### src/rtl/fp_pkg.sv
// Shared definitions for the sequential single-precision adder:
// FSM state encoding, field widths and canonical constants.
package fp_pkg;

  typedef enum logic [2:0] {
    IDLE  = 3'd0,
    ALIGN = 3'd1,
    ADD   = 3'd2,
    NORM  = 3'd3,
    DONE  = 3'd4
  } fsm_state_t;

  localparam int          MANT_W      = 23;
  localparam logic [7:0]  EXP_MAX     = 8'd255;
  localparam logic [7:0]  ALIGN_LIMIT = 8'd26;
  localparam logic [31:0] QNAN        = 32'h7FC0_0000;
  localparam logic [31:0] POS_ZERO    = 32'h0000_0000;

  // Sign plus 24-bit mantissa with the hidden bit already inserted.
  typedef struct packed {
    logic              sign;
    logic [MANT_W:0]   mant;
  } fp_mant_t;

endpackage

### src/rtl/fp_unpack.sv
// Combinational operand unpacker: splits fields, inserts the hidden bit,
// flags zero/special operands and orders the pair by magnitude.
module fp_unpack
  import fp_pkg::*;
(
  input  logic [31:0] a_i,
  input  logic [31:0] b_i,
  output fp_mant_t    x_o,
  output fp_mant_t    y_o,
  output logic [7:0]  x_exp_o,
  output logic [7:0]  d_o,
  output logic        a_zero_o,
  output logic        b_zero_o,
  output logic        a_special_o,
  output logic        b_special_o
);

  logic [7:0]  a_exp;
  logic [7:0]  b_exp;
  logic [23:0] a_mant;
  logic [23:0] b_mant;
  logic        a_ge_b;

  always_comb begin
    a_exp  = a_i[30:23];
    b_exp  = b_i[30:23];
    a_mant = {1'b1, a_i[MANT_W-1:0]};
    b_mant = {1'b1, b_i[MANT_W-1:0]};
    // Exponent-then-fraction ordering equals magnitude ordering for normals.
    a_ge_b = (a_i[30:0] >= b_i[30:0]);

    a_zero_o    = (a_exp == 8'd0);
    b_zero_o    = (b_exp == 8'd0);
    a_special_o = (a_exp == EXP_MAX);
    b_special_o = (b_exp == EXP_MAX);

    if (a_ge_b) begin
      x_o.sign = a_i[31];
      x_o.mant = a_mant;
      y_o.sign = b_i[31];
      y_o.mant = b_mant;
      x_exp_o  = a_exp;
      d_o      = a_exp - b_exp;
    end else begin
      x_o.sign = b_i[31];
      x_o.mant = b_mant;
      y_o.sign = a_i[31];
      y_o.mant = a_mant;
      x_exp_o  = b_exp;
      d_o      = b_exp - a_exp;
    end
  end

endmodule

### src/rtl/fp_add_seq.sv
// Multi-cycle IEEE-754 single-precision adder, one FSM action per clock,
// truncating rounding and flush-to-zero of denormal operands.
module fp_add_seq
  import fp_pkg::*;
(
  input  logic        clk,
  input  logic        reset,
  input  logic        in_valid,
  output logic        in_ready,
  input  logic [31:0] A,
  input  logic [31:0] B,
  output logic        out_valid,
  input  logic        out_ready,
  output logic [31:0] result,
  output logic        busy,
  output fsm_state_t  state_o
);

  // Handshake: a transfer happens on a rising edge where valid and ready are
  // both high. in_ready is high only in IDLE; out_valid only in DONE, where
  // result stays frozen until out_ready is seen, then the FSM returns to IDLE.

  fsm_state_t  state_q,    state_d;
  logic        x_sign_q,   x_sign_d;
  logic        eff_sub_q,  eff_sub_d;
  logic [9:0]  x_exp_q,    x_exp_d;
  logic [23:0] x_mant_q,   x_mant_d;
  logic [23:0] y_mant_q,   y_mant_d;
  logic [7:0]  d_q,        d_d;
  logic [24:0] sum_q,      sum_d;
  logic [31:0] result_q,   result_d;

  fp_mant_t    un_x;
  fp_mant_t    un_y;
  logic [7:0]  un_x_exp;
  logic [7:0]  un_d;
  logic        a_zero, b_zero, a_special, b_special;

  fp_unpack u_unpack (
    .a_i         (A),
    .b_i         (B),
    .x_o         (un_x),
    .y_o         (un_y),
    .x_exp_o     (un_x_exp),
    .d_o         (un_d),
    .a_zero_o    (a_zero),
    .b_zero_o    (b_zero),
    .a_special_o (a_special),
    .b_special_o (b_special)
  );

  always_ff @(posedge clk) begin
    if (reset) begin
      state_q   <= IDLE;
      x_sign_q  <= 1'b0;
      eff_sub_q <= 1'b0;
      x_exp_q   <= '0;
      x_mant_q  <= '0;
      y_mant_q  <= '0;
      d_q       <= '0;
      sum_q     <= '0;
      result_q  <= '0;
    end else begin
      state_q   <= state_d;
      x_sign_q  <= x_sign_d;
      eff_sub_q <= eff_sub_d;
      x_exp_q   <= x_exp_d;
      x_mant_q  <= x_mant_d;
      y_mant_q  <= y_mant_d;
      d_q       <= d_d;
      sum_q     <= sum_d;
      result_q  <= result_d;
    end
  end

  always_comb begin
    state_d   = state_q;
    x_sign_d  = x_sign_q;
    eff_sub_d = eff_sub_q;
    x_exp_d   = x_exp_q;
    x_mant_d  = x_mant_q;
    y_mant_d  = y_mant_q;
    d_d       = d_q;
    sum_d     = sum_q;
    result_d  = result_q;

    unique case (state_q)
      IDLE: begin
        if (in_valid) begin
          if (a_special) begin
            result_d = A;
            state_d  = DONE;
          end else if (b_special) begin
            result_d = B;
            state_d  = DONE;
          end else if (a_zero && b_zero) begin
            result_d = POS_ZERO;
            state_d  = DONE;
          end else if (a_zero) begin
            result_d = B;
            state_d  = DONE;
          end else if (b_zero) begin
            result_d = A;
            state_d  = DONE;
          end else begin
            x_sign_d  = un_x.sign;
            eff_sub_d = un_x.sign ^ un_y.sign;
            x_exp_d   = {2'b00, un_x_exp};
            x_mant_d  = un_x.mant;
            d_d       = un_d;
            y_mant_d  = un_y.mant;
            if (un_d == 8'd0) begin
              state_d = ADD;
            end else if (un_d >= ALIGN_LIMIT) begin
              // Y is shifted entirely out; skip the long alignment walk.
              y_mant_d = '0;
              state_d  = ADD;
            end else begin
              state_d = ALIGN;
            end
          end
        end
      end
      ALIGN: begin
        y_mant_d = y_mant_q >> 1;
        d_d      = d_q - 8'd1;
        if (d_q == 8'd1) state_d = ADD;
      end
      ADD: begin
        if (eff_sub_q) sum_d = {1'b0, x_mant_q} - {1'b0, y_mant_q};
        else           sum_d = {1'b0, x_mant_q} + {1'b0, y_mant_q};
        state_d = NORM;
      end
      NORM: begin
        if (sum_q == 25'd0) begin
          result_d = POS_ZERO;
          state_d  = DONE;
        end else if (sum_q[24]) begin
          sum_d   = sum_q >> 1;
          x_exp_d = x_exp_q + 10'd1;
        end else if (!sum_q[23]) begin
          sum_d   = sum_q << 1;
          x_exp_d = x_exp_q - 10'd1;
          if (x_exp_q == 10'd1) begin
            result_d = {x_sign_q, 31'd0};
            state_d  = DONE;
          end
        end else begin
          if (x_exp_q >= {2'b00, EXP_MAX}) result_d = {x_sign_q, EXP_MAX, 23'd0};
          else                             result_d = {x_sign_q, x_exp_q[7:0], sum_q[22:0]};
          state_d = DONE;
        end
      end
      DONE: begin
        if (out_ready) state_d = IDLE;
      end
      default: state_d = IDLE;
    endcase
  end

  assign in_ready  = (state_q == IDLE);
  assign out_valid = (state_q == DONE);
  assign busy      = (state_q != IDLE);
  assign result    = result_q;
  assign state_o   = state_q;

endmodule

### config.mk
export PLATFORM = sky130hd
export DESIGN_NAME = fp_add_seq
export DESIGN_NICKNAME = d
export VERILOG_FILES = /design/src/rtl/fp_pkg.sv /design/src/rtl/fp_unpack.sv /design/src/rtl/fp_add_seq.sv
export SDC_FILE = /design/constraint.sdc
export NUM_CORES = 1
export LEC_CHECK = 0
export CORE_UTILIZATION = 50
export DETAILED_ROUTE_END_ITERATION = 8
export PLACE_DENSITY = 0.8
export RECOVER_POWER = 100
export SETUP_SLACK_MARGIN = 0.1
export SLEW_MARGIN = 40
export SYNTH_ARGS = -nofsm -noshare
export SYNTH_HDL_FRONTEND = slang
export SYNTH_SLANG_ARGS = --single-unit
### constraint.sdc
create_clock -name clk -period 4.11 [get_ports clk]
set_clock_uncertainty 0.15 [all_clocks]
set_input_delay 0.822 -clock clk [delete_from_list [all_inputs] [get_ports clk]]
set_output_delay 0.822 -clock clk [all_outputs]
set_load 0.05 [all_outputs]
=== After elaboration in Yosys (flattened, before gate mapping) ===
Index checks and enable logic that the tools add are counted.

* $add $sub $neg: 7
* Magnitude comparators: 3
* Equal/unequal tests: 21
* Multiplexer cells: 62
* Divide/modulo/power cells: 0
* Shift operators: 0
* Reductions and logical operators: 17
* $mul: 0
* Bitwise gates (word level): 6

{| class="wikitable"
|+ Operators by type and width
! kind !! number
|-
| 2-to-1 mux 32 bit || 10
|-
| 2-to-1 mux 24 bit || 10
|-
| 2-to-1 mux 25 bit || 4
|-
| 2-to-1 mux 10 bit || 9
|-
| 2-to-1 mux 8 bit || 8
|-
| case mux 32 bit (2 select lines) || 1
|-
| case mux 25 bit (2 select lines) || 1
|-
| case mux 24 bit (2 select lines) || 1
|-
| 2-to-1 mux 3 bit || 12
|-
| greater-or-equal comparator 31 bit || 1
|-
| 2-to-1 mux 31 bit || 1
|-
| adder 24 x 24 -> 25 bit || 1
|-
| logical NOT 25 bit || 1
|-
| subtractor 24 x 24 -> 25 bit || 1
|-
| logical NOT 8 bit || 3
|-
| case mux 10 bit (2 select lines) || 1
|-
| == test 8 bit, second input constant || 2
|-
| inequality test 2 bit, second input constant || 8
|-
| case mux 8 bit (2 select lines) || 1
|-
| subtractor 8 bit || 2
|-
| case mux 3 bit (5 select lines) || 1
|-
| AND reduction 7 bit || 2
|-
| adder 10 x 1 -> 10 bit, second input constant || 1
|-
| == test 10 x 1 -> 1 bit, second input constant || 1
|-
| other kinds (23) || 33
|}

* Memories: 0
* Memory bits (read-only): 0
* Memory bits (writable): 0
* Logic and storage cells: 126
* Register bits: 128
* Bits in latches: 0

=== Longest topological paths before layout ===
Gate-level depths: netlist (run 1).

* Word-level depth: 12
* Mapped depth: 19
* Depth with buffers taken out: 19

=== Modules after synthesis ===
A second synthesis (run 1) with hierarchy kept.

* Cell total of the unflattened synthesis: 1417
* Area, all modules: 10324.9 µm²

{| class="wikitable"
|+ Modules (own cells, without submodules)
! module !! instances !! area each (µm²) !! cells an instance
|-
| fp_add_seq || 1 || 8309.2 || 1138
|-
| fp_unpack || 1 || 2015.7 || 279
|}

=== Least setup slack after synthesis (run 1) ===
No wires, ideal clock.

* Kind: reg-to-reg
* From: register y_mant_q[1]
* To: register sum_q[23]
* Clock period less this slack: 3.725 ns
* Library setup time: 0.086 ns
* Stages on the path, launching flop included: 19
* Setup slack: 0.385 ns
* Arrival time: 3.490 ns
* Cells stage by stage: dfxtp_1 -> inv_1 -> ha_1 -> nand2_1 -> nor3_1 -> nand2b_1 -> nor3b_1 -> nor4bb_1 -> nor2_1 -> xnor2_1 -> ha_1 -> a21o_1 -> a21o_1 -> a21oi_1 -> inv_1 -> a221o_1 -> a31oi_1 -> xor2_1 -> a211oi_1

* Word-level cells in the longest chain between the ends: 3
* Elaborated cells on any way between the ends: 4
* Those cells by class: 2 x add/sub; 2 x mux

{| class="wikitable"
|+ RTL lines
! item !! line !! RTL
|-
| start, declared || fp_add_seq.sv:28 || <nowiki>logic [23:0] y_mant_q, y_mant_d;</nowiki>
|-
| start signal, assigned || fp_add_seq.sv:69 || <nowiki>y_mant_q <= y_mant_d;</nowiki>
|-
| adder 24 x 24 -> 25 bit or subtractor 24 x 24 -> 25 bit (tied branches) || fp_add_seq.sv:131, fp_add_seq.sv:130 ||
|-
| 2-to-1 mux 25 bit (*) || fp_add_seq.sv:130 || <nowiki>if (eff_sub_q) sum_d = {1'b0, x_mant_q} - {1'b0, y_mant_q};</nowiki>
|-
| case mux 25 bit (2 select lines) (*) || fp_add_seq.sv:87 || <nowiki>unique case (state_q)</nowiki>
|-
| end signal, assigned || fp_add_seq.sv:71 || <nowiki>sum_q <= sum_d;</nowiki>
|-
| end, declared || fp_add_seq.sv:30 || <nowiki>logic [24:0] sum_q, sum_d;</nowiki>
|}

Mark *: on every way between the ends. The rest lies on a longest branch, timed or not.
A chain may end at the register's enable or synchronous reset.

=== Worst setup path after layout (run 1) ===
* From: input port A[23]
* To: register x_mant_q[10]

* Word-level cells in the longest chain between the ends: 4
* Elaborated cells on any way between the ends: 9
* Those cells by class: 1 x order compare; 1 x eq/ne; 1 x mux; 3 x bitwise; 3 x reduce/logical

{| class="wikitable"
|+ RTL lines
! item !! line !! RTL
|-
| start, declared || fp_add_seq.sv:10 || <nowiki>input logic [31:0] A,</nowiki>
|-
| branches (longest 4 deep; another with greater-or-equal comparator 31 bit) || -- ||
|-
| end signal, assigned || fp_add_seq.sv:68 || <nowiki>x_mant_q <= x_mant_d;</nowiki>
|-
| end, declared || fp_add_seq.sv:27 || <nowiki>logic [23:0] x_mant_q, x_mant_d;</nowiki>
|}

Several ways; the timed one is not identified.

==> impl_metrics.json, run 1 <==
{
  "maxCapViolations": 0,
  "fin_crit_ns": 4.070,
  "mostFrequentLayoutCells": "nor2_1 (159), a21oi_1 (130), dfxtp_1 (125)",
  "drt_iter0_markers": 946,
  "synthArstFlopShare": 0,
  "cp.required_ns": 4.27,
  "cp-start-kind": "input port",
  "place_area_um2": 12070,
  "port_buffers": 105,
  "crit_path_top_delay_cell": "clkbuf_2",
  "cts_buffers": 17,
  "p_total_mw": 9.158,
  "cts_tree": "yes",
  "syn-num-nets": 1468,
  "synth-seq-cells": 128,
  "cp_slowest_stage_delay_ns": 0.82,
  "stdcell_area_um2": 12970,
  "antenna_found_initial": 0,
  "drtPass1Iterations": 7,
  "crit_top_cell": "nor2_1",
  "start_util": 0.5122,
  "synth_cell_types": 66,
  "syn_area_per_cell_um2": 7.526,
  "synth_simple_gate_area_share": 0.2207,
  "slew_viol_final": 0,
  "synth-compound-area-share": 0.2649,
  "rows": 51,
  "holdCritStartpoint": "result[24]$_SDFFE_PP0P_",
  "synthFlopType": "dfxtp_1",
  "cp_top_family": "buffers and inverters",
  "layout_commonest_cell": "nor2_1",
  "final-hold-violation-count": 0,
  "wl_um": 32660,
  "path_clk_slew_ns": 0.06,
  "clk_latency_ns": 0.43,
  "drc": 0,
  "fill_cells": 1661,
  "seq_area_frac_synth": 0.2562,
  "synthXorXnorAreaFrac": 0.04541,
  "finalCritPeriodShare": 0.9903,
  "syn_area_um2": 10000,
  "grt_max_degree": 79,
  "die_height_um": 143.4,
  "grt_use_total": 0.3097,
  "total_leakage_power_nw": 5.482,
  "place.gp.congestion": 0.9585,
  "crit_buf_inv": 3,
  "die_area_um2": 20570,
  "slew_headroom": 0.3465,
  "yosysWarnings": 0,
  "synthCells": 1329,
  "status": "complete, no violations",
  "ant_nets": 0,
  "io_pins": 106,
  "seq_area_um2": 2566,
  "timing.hold.ws_ns": 0.3311,
  "critPathLaunch": "A[23]",
  "grt_overflow": 0,
  "hold_buffers": 0,
  "nNetsFinal": 1640,
  "synthToLayoutAreaGrowth_pct": 29.68,
  "grt_pass1_vias": 10030,
  "power_density_nw_per_um2": 706.0,
  "stdcell_count": 1779,
  "chipWidth_um": 143.4,
  "multi_input_area_um2": 7012,
  "clk_root_buffer_cell": "clkbuf_16",
  "min_path_type": "reg2reg",
  "arrival_ns": 4.23,
  "clockBufferDepth": 2,
  "place_hpwl_um": 22750,
  "muxShareOfSynthArea": 0.05829,
  "core_um2": 19530,
  "drive_gt1_frac": 0.1539,
  "synth_edf_count": 0,
  "critPathMaxFanout": 45,
  "cp-end-kind": "flip-flop",
  "cts_max_level": 4,
  "synthAdderAreaFrac": 0.09107,
  "max_freq_mhz": 245.7,
  "diodes": 0,
  "worstPathCellList": "clkdlybuf4s50_1 -> clkbuf_1 -> or4_1 -> nor2_1 -> nor4b_1 -> and3_1 -> clkbuf_2 -> nor2_1 -> a211oi_1",
  "vias": 10890,
  "final_util": 0.6643,
  "cts_num_sinks": 128,
  "setup_violations": 0,
  "via_per_inst": 6.121,
  "worst_slew_pin_slew_ns": 0.9802,
  "synth_top_family_by_area": "compound AO/OA/AOI/OAI gates",
  "detail_route.wl_per_cell_um": 18.36,
  "critPathKind": "in2reg",
  "grt_pass1_wl_um": 50230,
  "ir_drop_v": 0.0003639,
  "numPlacedInstances": 1737,
  "r2r_start": "y_mant_q[1]$_SDFFE_PP0P_"
}
[worst register-to-register path: cells and delay by family, from the launching register on]
| family | cells | cell delay (ns) |
|---|---|---|
| adder cells (fa/ha/maj) | 2 | 0.57 |
| buffers and inverters | 1 | 0.09 |
| XOR/XNOR | 2 | 0.35 |
| AND/OR/NAND/NOR | 7 | 0.74 |
| AO/OA/AOI/OAI | 7 | 1.54 |
| flip-flops | 1 | 0.31 |
[synthesized netlist by cell type, drive strengths merged (4+ instances only)]
cell type | number | area [um^2]
nor2 | 161 | 604.3
a21oi | 136 | 680.7
dfxtp | 128 | 2562
nand2 | 84 | 315.3
clkbuf | 79 | 296.5
o21ai | 70 | 350.3
ha | 68 | 850.8
a211oi | 67 | 503.0
inv | 64 | 240.2
nor3 | 57 | 290.3
mux2i | 56 | 560.5
nand3 | 47 | 235.2
xnor2 | 37 | 331.6
a22oi | 28 | 210.2
o22ai | 28 | 294.0
nor3b | 22 | 165.2
buf | 15 | 97.58
nand4 | 15 | 93.84
nor4 | 15 | 93.84
xor2 | 14 | 122.6
a21o | 12 | 90.09
a31oi | 10 | 62.56
nand2b | 10 | 62.56
or3 | 10 | 62.56
a221oi | 9 | 78.83
and3 | 9 | 56.30
nor2b | 7 | 43.79
o21a | 6 | 45.04
o21bai | 6 | 45.04
o211ai | 5 | 37.54
or4 | 5 | 37.54
a311oi | 4 | 58.81
and2 | 4 | 25.02
nand3b | 4 | 42.54
or2 | 4 | 25.02
[flip-flops by register name (all words and copies together), names as in the netlist]
register   cells
result        32
x_sign_q       1
x_mant_q      24
x_exp_q       10
sum_q         25
y_mant_q      24
d_q            8
state_o        3
eff_sub_q      1
[layout make-up]
| type | count | share of cell area |
|---|---|---|
| clock buffer | 18 | 0.03386 |
| clock inverter | 14 | 0.01379 |
| inverter | 64 | 0.01852 |
| multi-input combinational | 1043 | 0.5406 |
| sequential | 128 | 0.1978 |
| tap | 265 | 0.02556 |
| timing repair buffer | 247 | 0.1699 |
[cells by family after synthesis]
| group | count (synthesis) |
|---|---|
| adders and majority gates | 71 |
| muxes | 58 |
| AOI/OAI and AO/OA | 403 |
| and+or+nand+nor | 460 |
| DFF | 128 |
| xor gates and xnor gates | 51 |
| buffers and inverters | 158 |
[repair_timing]
item,in CTS,in global routing
endpoints found under the setup margin,23,34
pin swaps,0,24
gates cloned,0,4
endpoints found under the hold margin,0,0
resized for setup,5,48
buffers inserted,0,6
[path summary, 6_finish.rpt]
| path | end | slack (ns) | cells past startpoint |
|---|---|---|---|
| setup reg to reg | sum_q[24]$_SDFFE_PP0P_ | 0.21 | 19 |
| hold reg to reg | result[24]$_SDFFE_PP0P_ | 0.33 | 2 |
| hold / removal | result[24]$_SDFFE_PP0P_ | 0.33 | 2 |
| setup / recovery | x_mant_q[10]$_SDFFE_PP0P_ | 0.04 | 9 |
[per-layer routing]
layer  up-vias  GRT usage  share of wire
met5         -          0              0
met4         0     0.1081          0.032
met3        92    0.04565          0.076
met2       538     0.5202           0.47
met1      5073     0.4026           0.42
li1       5186          -              -
[report_power, final]
part | internal (mW) | switching (mW) | leakage, nW
clock network | 0.978 | 0.624 | 0.294
logic | 2.31 | 3.28 | 4.14
registers | 1.58 | 0.390 | 1.05
total | 4.87 | 4.29 | 5.48
[stage by stage]
step	setup slack [ns]	TNS (ns)
final	0.03994	0
after global routing	-0.06677	-0.06677
after CTS	0.1070	0
after detailed placement	-0.3571	-9.341
after global placement	-0.2137	-5.162
after floorplan	0.3849	0
No activity file was read; power rests on OpenSTA's default activity.
==> run 2: changes to the inputs <==
- PLACE_DENSITY: 0.8 -> 0.83
- SETUP_SLACK_MARGIN: 0.1 -> unset
==> impl_metrics.json, run 2 (synthesis results as in run 1) <==
{
  "die_area_um2": 20570,
  "cp.required_ns": 4.26,
  "largest_reg_flops": 32,
  "ant_nets": 0,
  "drt_iter0_markers": 1000,
  "start_util": 0.5122,
  "worst_slew_pin_slew_ns": 1.179,
  "arrival_ns": 4.10,
  "grt_use_total": 0.3096,
  "cp-end-kind": "flip-flop",
  "stdcell_count": 1774,
  "netSwitchingFraction": 0.4713,
  "drive_gt1_frac": 0.1405,
  "combinationalPowerShare": 0.622,
  "cts_max_level": 4,
  "fin_crit_ns": 3.953,
  "grt_pass1_vias": 9952,
  "critPathMaxFanout": 19,
  "max_freq_mhz": 253.0,
  "pwr-share-clk": 0.162,
  "vias": 10910,
  "mostFrequentLayoutCells": "nor2_1 (157), a21oi_1 (135), buf_4 (131)",
  "cts_num_sinks": 128,
  "via_per_inst": 6.148,
  "slew_viol_final": 0,
  "final-hold-violation-count": 0,
  "clk_root_buffer_cell": "clkbuf_16",
  "post-place-ws_ns": -0.3436,
  "place_hpwl_um": 22980,
  "clockBufferDepth": 2,
  "rows": 51,
  "antenna_found_initial": 0,
  "seq_power_share": 0.216,
  "place.gp.congestion": 0.9786,
  "hold_buffers": 0,
  "grt_overflow": 0,
  "maxCapViolations": 0,
  "internal-power_mw": 4.824,
  "chipWidth_um": 143.4,
  "path_clk_slew_ns": 0.06,
  "io_pins": 106,
  "wl_um": 32080,
  "detail_route.wl_per_cell_um": 18.08,
  "grt_pass1_wl_um": 50230,
  "port_buffers": 105,
  "clk_latency_ns": 0.43,
  "net-switching-power_mw": 4.301,
  "drc": 0,
  "synthToLayoutAreaGrowth_pct": 27.20,
  "status": "complete, no violations",
  "finalCritPeriodShare": 0.9617,
  "cts_tree": "yes",
  "setup_violations": 0,
  "cp-start-kind": "input port",
  "numPlacedInstances": 1737,
  "slew_headroom": 0.2140,
  "diodes": 0,
  "cts_buffers": 17,
  "layout_commonest_cell": "nor2_1",
  "nNetsFinal": 1635,
  "grt_max_degree": 55,
  "ir_drop_v": 0.0003189,
  "core_um2": 19530,
  "total_leakage_power_nw": 5.407,
  "drtPass1Iterations": 6,
  "power_density_nw_per_um2": 717.2,
  "die_height_um": 143.4,
  "min_path_type": "reg2reg",
  "critPathKind": "in2reg",
  "worst_slack_ns": 0.1575,
  "fin_tns_setup_ns": 0
}
[run 2: changes by cell type in the layout (fill, tap and decap cells not counted), moves of 5 or more]
cell | before | now
a21oi_2 | 6 | 1
o22ai_1 | 13 | 8
ha_4 | 10 | 0
a21oi_1 | 130 | 135
ha_1 | 58 | 68
o22ai_2 | 14 | 20
buf_4 | 123 | 131
[run 2: metrics by stage]
stage	power, mW	utilization	hold WS, ns	area (um^2)
detailed placement	7.374	0.6176	0.3033	12060
global route	9.708	0.6515	0.3307	12720
global placement	7.206	0.6176	0.2885	12060
finish	9.124	0.6515	0.3086	12720
CTS	8.927	0.6471	0.3113	12630
floorplan	5.912	-	0.2971	10000
[run 2: power by group through the flow]
| stage | Clock, mW | Sequential [mW] | Combinational (mW) |
|---|---|---|---|
| after floorplan | 0 | 2.05 | 3.86 |
| after global placement | 0 | 1.96 | 5.25 |
| after detailed placement | 0 | 1.97 | 5.40 |
| after CTS | 1.48 | 1.95 | 5.49 |
| after global routing | 1.53 | 2.01 | 6.17 |
| final | 1.48 | 1.97 | 5.68 |
[run 2: area by class of cell]
class	instances	area (um^2)
clock inverters	12	107.6
flip-flops and latches	128	2562
fillers	1690	6804
inverters	64	240.2
repair buffers	242	2146
well taps	265	331.6
clock buffers	20	466.7
multi-input cells	1043	6868
[run 2: layer usage]
| metal | vias up | global-route usage | routed length (um) |
|---|---|---|---|
| met5 | - | 0 | 0 |
| met4 | 0 | 0.1120 | 1074 |
| met3 | 109 | 0.04465 | 2894 |
| met2 | 659 | 0.5174 | 15020 |
| met1 | 4965 | 0.4036 | 13100 |
| li1 | 5174 | - | - |
[run 2: path summary, 6_finish.rpt]
check / from / end / slack, ns / cells after the start
max: B[6] / y_mant_q[0]$_SDFFE_PP0P_ / 0.16 / 16
min: result[31]$_SDFFE_PP0P_ / result[31]$_SDFFE_PP0P_ / 0.31 / 2
max reg2reg: eff_sub_q$_SDFFE_PP0P_ / sum_q[23]$_SDFFE_PP0P_ / 0.17 / 13
min reg2reg: result[31]$_SDFFE_PP0P_ / result[31]$_SDFFE_PP0P_ / 0.31 / 2
[run 2: critical path: stages]
cell             delay [ns]
clkdlybuf4s50_1        0.47
inv_1                  0.05
ha_1                   0.34
a21oi_2                0.18
nand3_1                0.13
o21ai_2                0.16
o211ai_1               0.11
buf_4                  0.18
a311oi_4               0.33
buf_12                 0.18
mux2i_1                0.21
xor2_1                 0.12
a311oi_2               0.31
nand3b_4               0.23
buf_12                 0.19
o22ai_1                0.08
[run 2: what timing repair did]
action,in CTS,in global routing
setup endpoints to repair,0,28
resized for setup,0,12
setup buffers,0,4
==> run 3: changes to the inputs <==
- CORE_UTILIZATION: 50 -> 45
- PLACE_DENSITY: 0.83 -> 0.63
==> impl_metrics.json, run 3 (synthesis results as in run 1) <==
{
  "cts_max_level": 4,
  "critPathKind": "in2reg",
  "stdcell_area_um2": 12650,
  "cts_num_sinks": 128,
  "cts_tree": "yes",
  "max_freq_mhz": 252.7,
  "synthToLayoutAreaGrowth_pct": 26.47,
  "diodes": 0,
  "reg2reg_slack_ns": 0.23,
  "ant_nets": 0,
  "r2r_start": "y_mant_q[0]$_SDFFE_PP0P_",
  "layout_commonest_cell": "nor2_1",
  "cp_top_family": "compound AO/OA/AOI/OAI gates",
  "chipWidth_um": 151.1,
  "vias": 10440,
  "drt_iter0_markers": 617,
  "largest_reg_flops": 32,
  "worstPathCellList": "clkdlybuf4s50_1 -> inv_1 -> ha_1 -> a21oi_1 -> nand3_1 -> o21ai_0 -> o211ai_1 -> buf_4 -> a311oi_4 -> buf_12 -> mux2i_1 -> xnor2_1 -> a311oi_2 -> nand3b_4 -> clkbuf_2 -> o22ai_1",
  "mostFrequentLayoutCells": "nor2_1 (157), a21oi_1 (135), dfxtp_1 (128)",
  "grt_use_total": 0.2844,
  "grt_use_met2": 0.4562,
  "place_hpwl_um": 23340,
  "wl_um": 31680,
  "setup_violations": 0,
  "via_per_inst": 5.849,
  "fin_crit_ns": 3.957,
  "arrival_ns": 4.09,
  "power_density_nw_per_um2": 723.3,
  "detail_route.wl_per_cell_um": 17.76,
  "worst_slack_ns": 0.1526,
  "maxCapViolations": 0,
  "crit_path_top_delay_cell": "clkdlybuf4s50_1",
  "port_buffers": 105,
  "hold_end": "x_mant_q[23]$_SDFFE_PP0P_",
  "drive_gt1_frac": 0.1237,
  "grt_pass1_vias": 9722,
  "holdPathStages": 2,
  "crit_buf_inv": 5,
  "total_leakage_power_nw": 5.355,
  "start_util": 0.4583,
  "status": "complete, no violations",
  "core_um2": 21820,
  "final-hold-violation-count": 0,
  "die_height_um": 151.1,
  "ir_drop_v": 0.0003184,
  "grt_max_degree": 78,
  "grtUsageMet1": 0.3836,
  "rsz0062_at_grt": "false",
  "cp-start-kind": "input port",
  "cp.required_ns": 4.24,
  "clk_root_buffer_cell": "clkbuf_16",
  "drc": 0,
  "place.gp.congestion": 0.9412,
  "slew_headroom": 0.3088,
  "path_clk_slew_ns": 0.06,
  "worst_slew_pin_slew_ns": 1.037,
  "io_pins": 106,
  "cts_buffers": 17,
  "busiest_layer": "met2",
  "clk_latency_ns": 0.43,
  "met3_usage": 0.04367,
  "grt_pass1_wl_um": 50500,
  "cp-end-kind": "flip-flop",
  "r2r_cells": 20,
  "place_area_um2": 12110,
  "slew_viol_final": 0,
  "critPathMaxFanout": 10,
  "drtPass1Iterations": 6,
  "reg2reg_to": "sum_q[20]$_SDFFE_PP0P_",
  "nNetsFinal": 1633,
  "fill_cells": 2121,
  "holdCritStartpoint": "x_mant_q[23]$_SDFFE_PP0P_",
  "post-place-ws_ns": -0.2560,
  "grt_overflow": 0,
  "finalCritPeriodShare": 0.9629,
  "min_path_type": "reg2reg",
  "die_area_um2": 22830,
  "rows": 54,
  "clockBufferDepth": 2,
  "cp_slowest_stage_delay_ns": 0.48,
  "antenna_found_initial": 0
}
## run 3: worst max path at each step
stage                                   from                         to  slack (ns)  cells after the start
finish                                  B[6]  y_mant_q[17]$_SDFFE_PP0P_        0.15                     16
CTS                 y_mant_q[3]$_SDFFE_PP0P_     sum_q[23]$_SDFFE_PP0P_        0.01                     18
global route                           A[23]  y_mant_q[22]$_SDFFE_PP0P_        0.01                     15
global placement                        B[6]   y_mant_q[2]$_SDFFE_PP0P_       -0.18                     16
detailed placement                      B[6]  y_mant_q[14]$_SDFFE_PP0P_       -0.26                     16
floorplan           y_mant_q[1]$_SDFFE_PP0P_     sum_q[23]$_SDFFE_PP0P_        0.38                     18
## run 3: final cells by class
type / count / area (um^2) / area share
Multi-Input combinational cell: 1043 / 6790 / 0.5368
Sequential cell: 128 / 2562 / 0.2026
Timing Repair Buffer: 240 / 2087 / 0.1650
Clock buffer: 24 / 491.7 / 0.03887
Tap cell: 280 / 350.3 / 0.02770
Inverter: 64 / 240.2 / 0.01899
Clock inverter: 5 / 127.6 / 0.01009
## run 3: layer usage
layer | vias to the layer above | wire length [um]
met5 | - | 0
met3 | 52 | 1876
li1 | 5160 | -
met4 | 0 | 779
met2 | 339 | 14390
met1 | 4884 | 14640
## run 3: report_power, final
part           switching (mW)  leakage (nW)  internal [mW]  total, mW
Sequential              0.371          1.05           1.58       1.95
Combinational            3.23          4.01           2.33       5.57
Clock                   0.560         0.298           1.07       1.63
Total                    4.17          5.36           4.98       9.15
## run 3: through the flow
| stage | hold WS (ns) | TNS [ns] | total power, mW | util | cells |
|---|---|---|---|---|---|
| 2_1_floorplan | 0.2971 | 0 | 5.912 | - | 1329 |
| 4_1_cts | 0.3344 | 0 | 9.146 | 0.5832 | 1782 |
| 3_5_place_dp | 0.3195 | -6.672 | 7.467 | 0.5549 | 1753 |
| 6_report | 0.3310 | 0 | 9.149 | 0.5796 | 1784 |
| 5_1_grt | 0.3460 | 0 | 9.829 | 0.5796 | 1784 |
| 3_3_place_gp | 0.3115 | -4.112 | 7.398 | 0.5545 | 1753 |
## run 3: worst min-delay path: stages (launching register included)
cell     delay (ns)
dfxtp_1        0.33
nor2_1         0.05
nor2_1         0.07
## run 3: what timing repair did
action	CTS	global route
gates resized for setup	0	9
hold buffers	0	0
buffers inserted	0	2
setup endpoints to repair	0	6
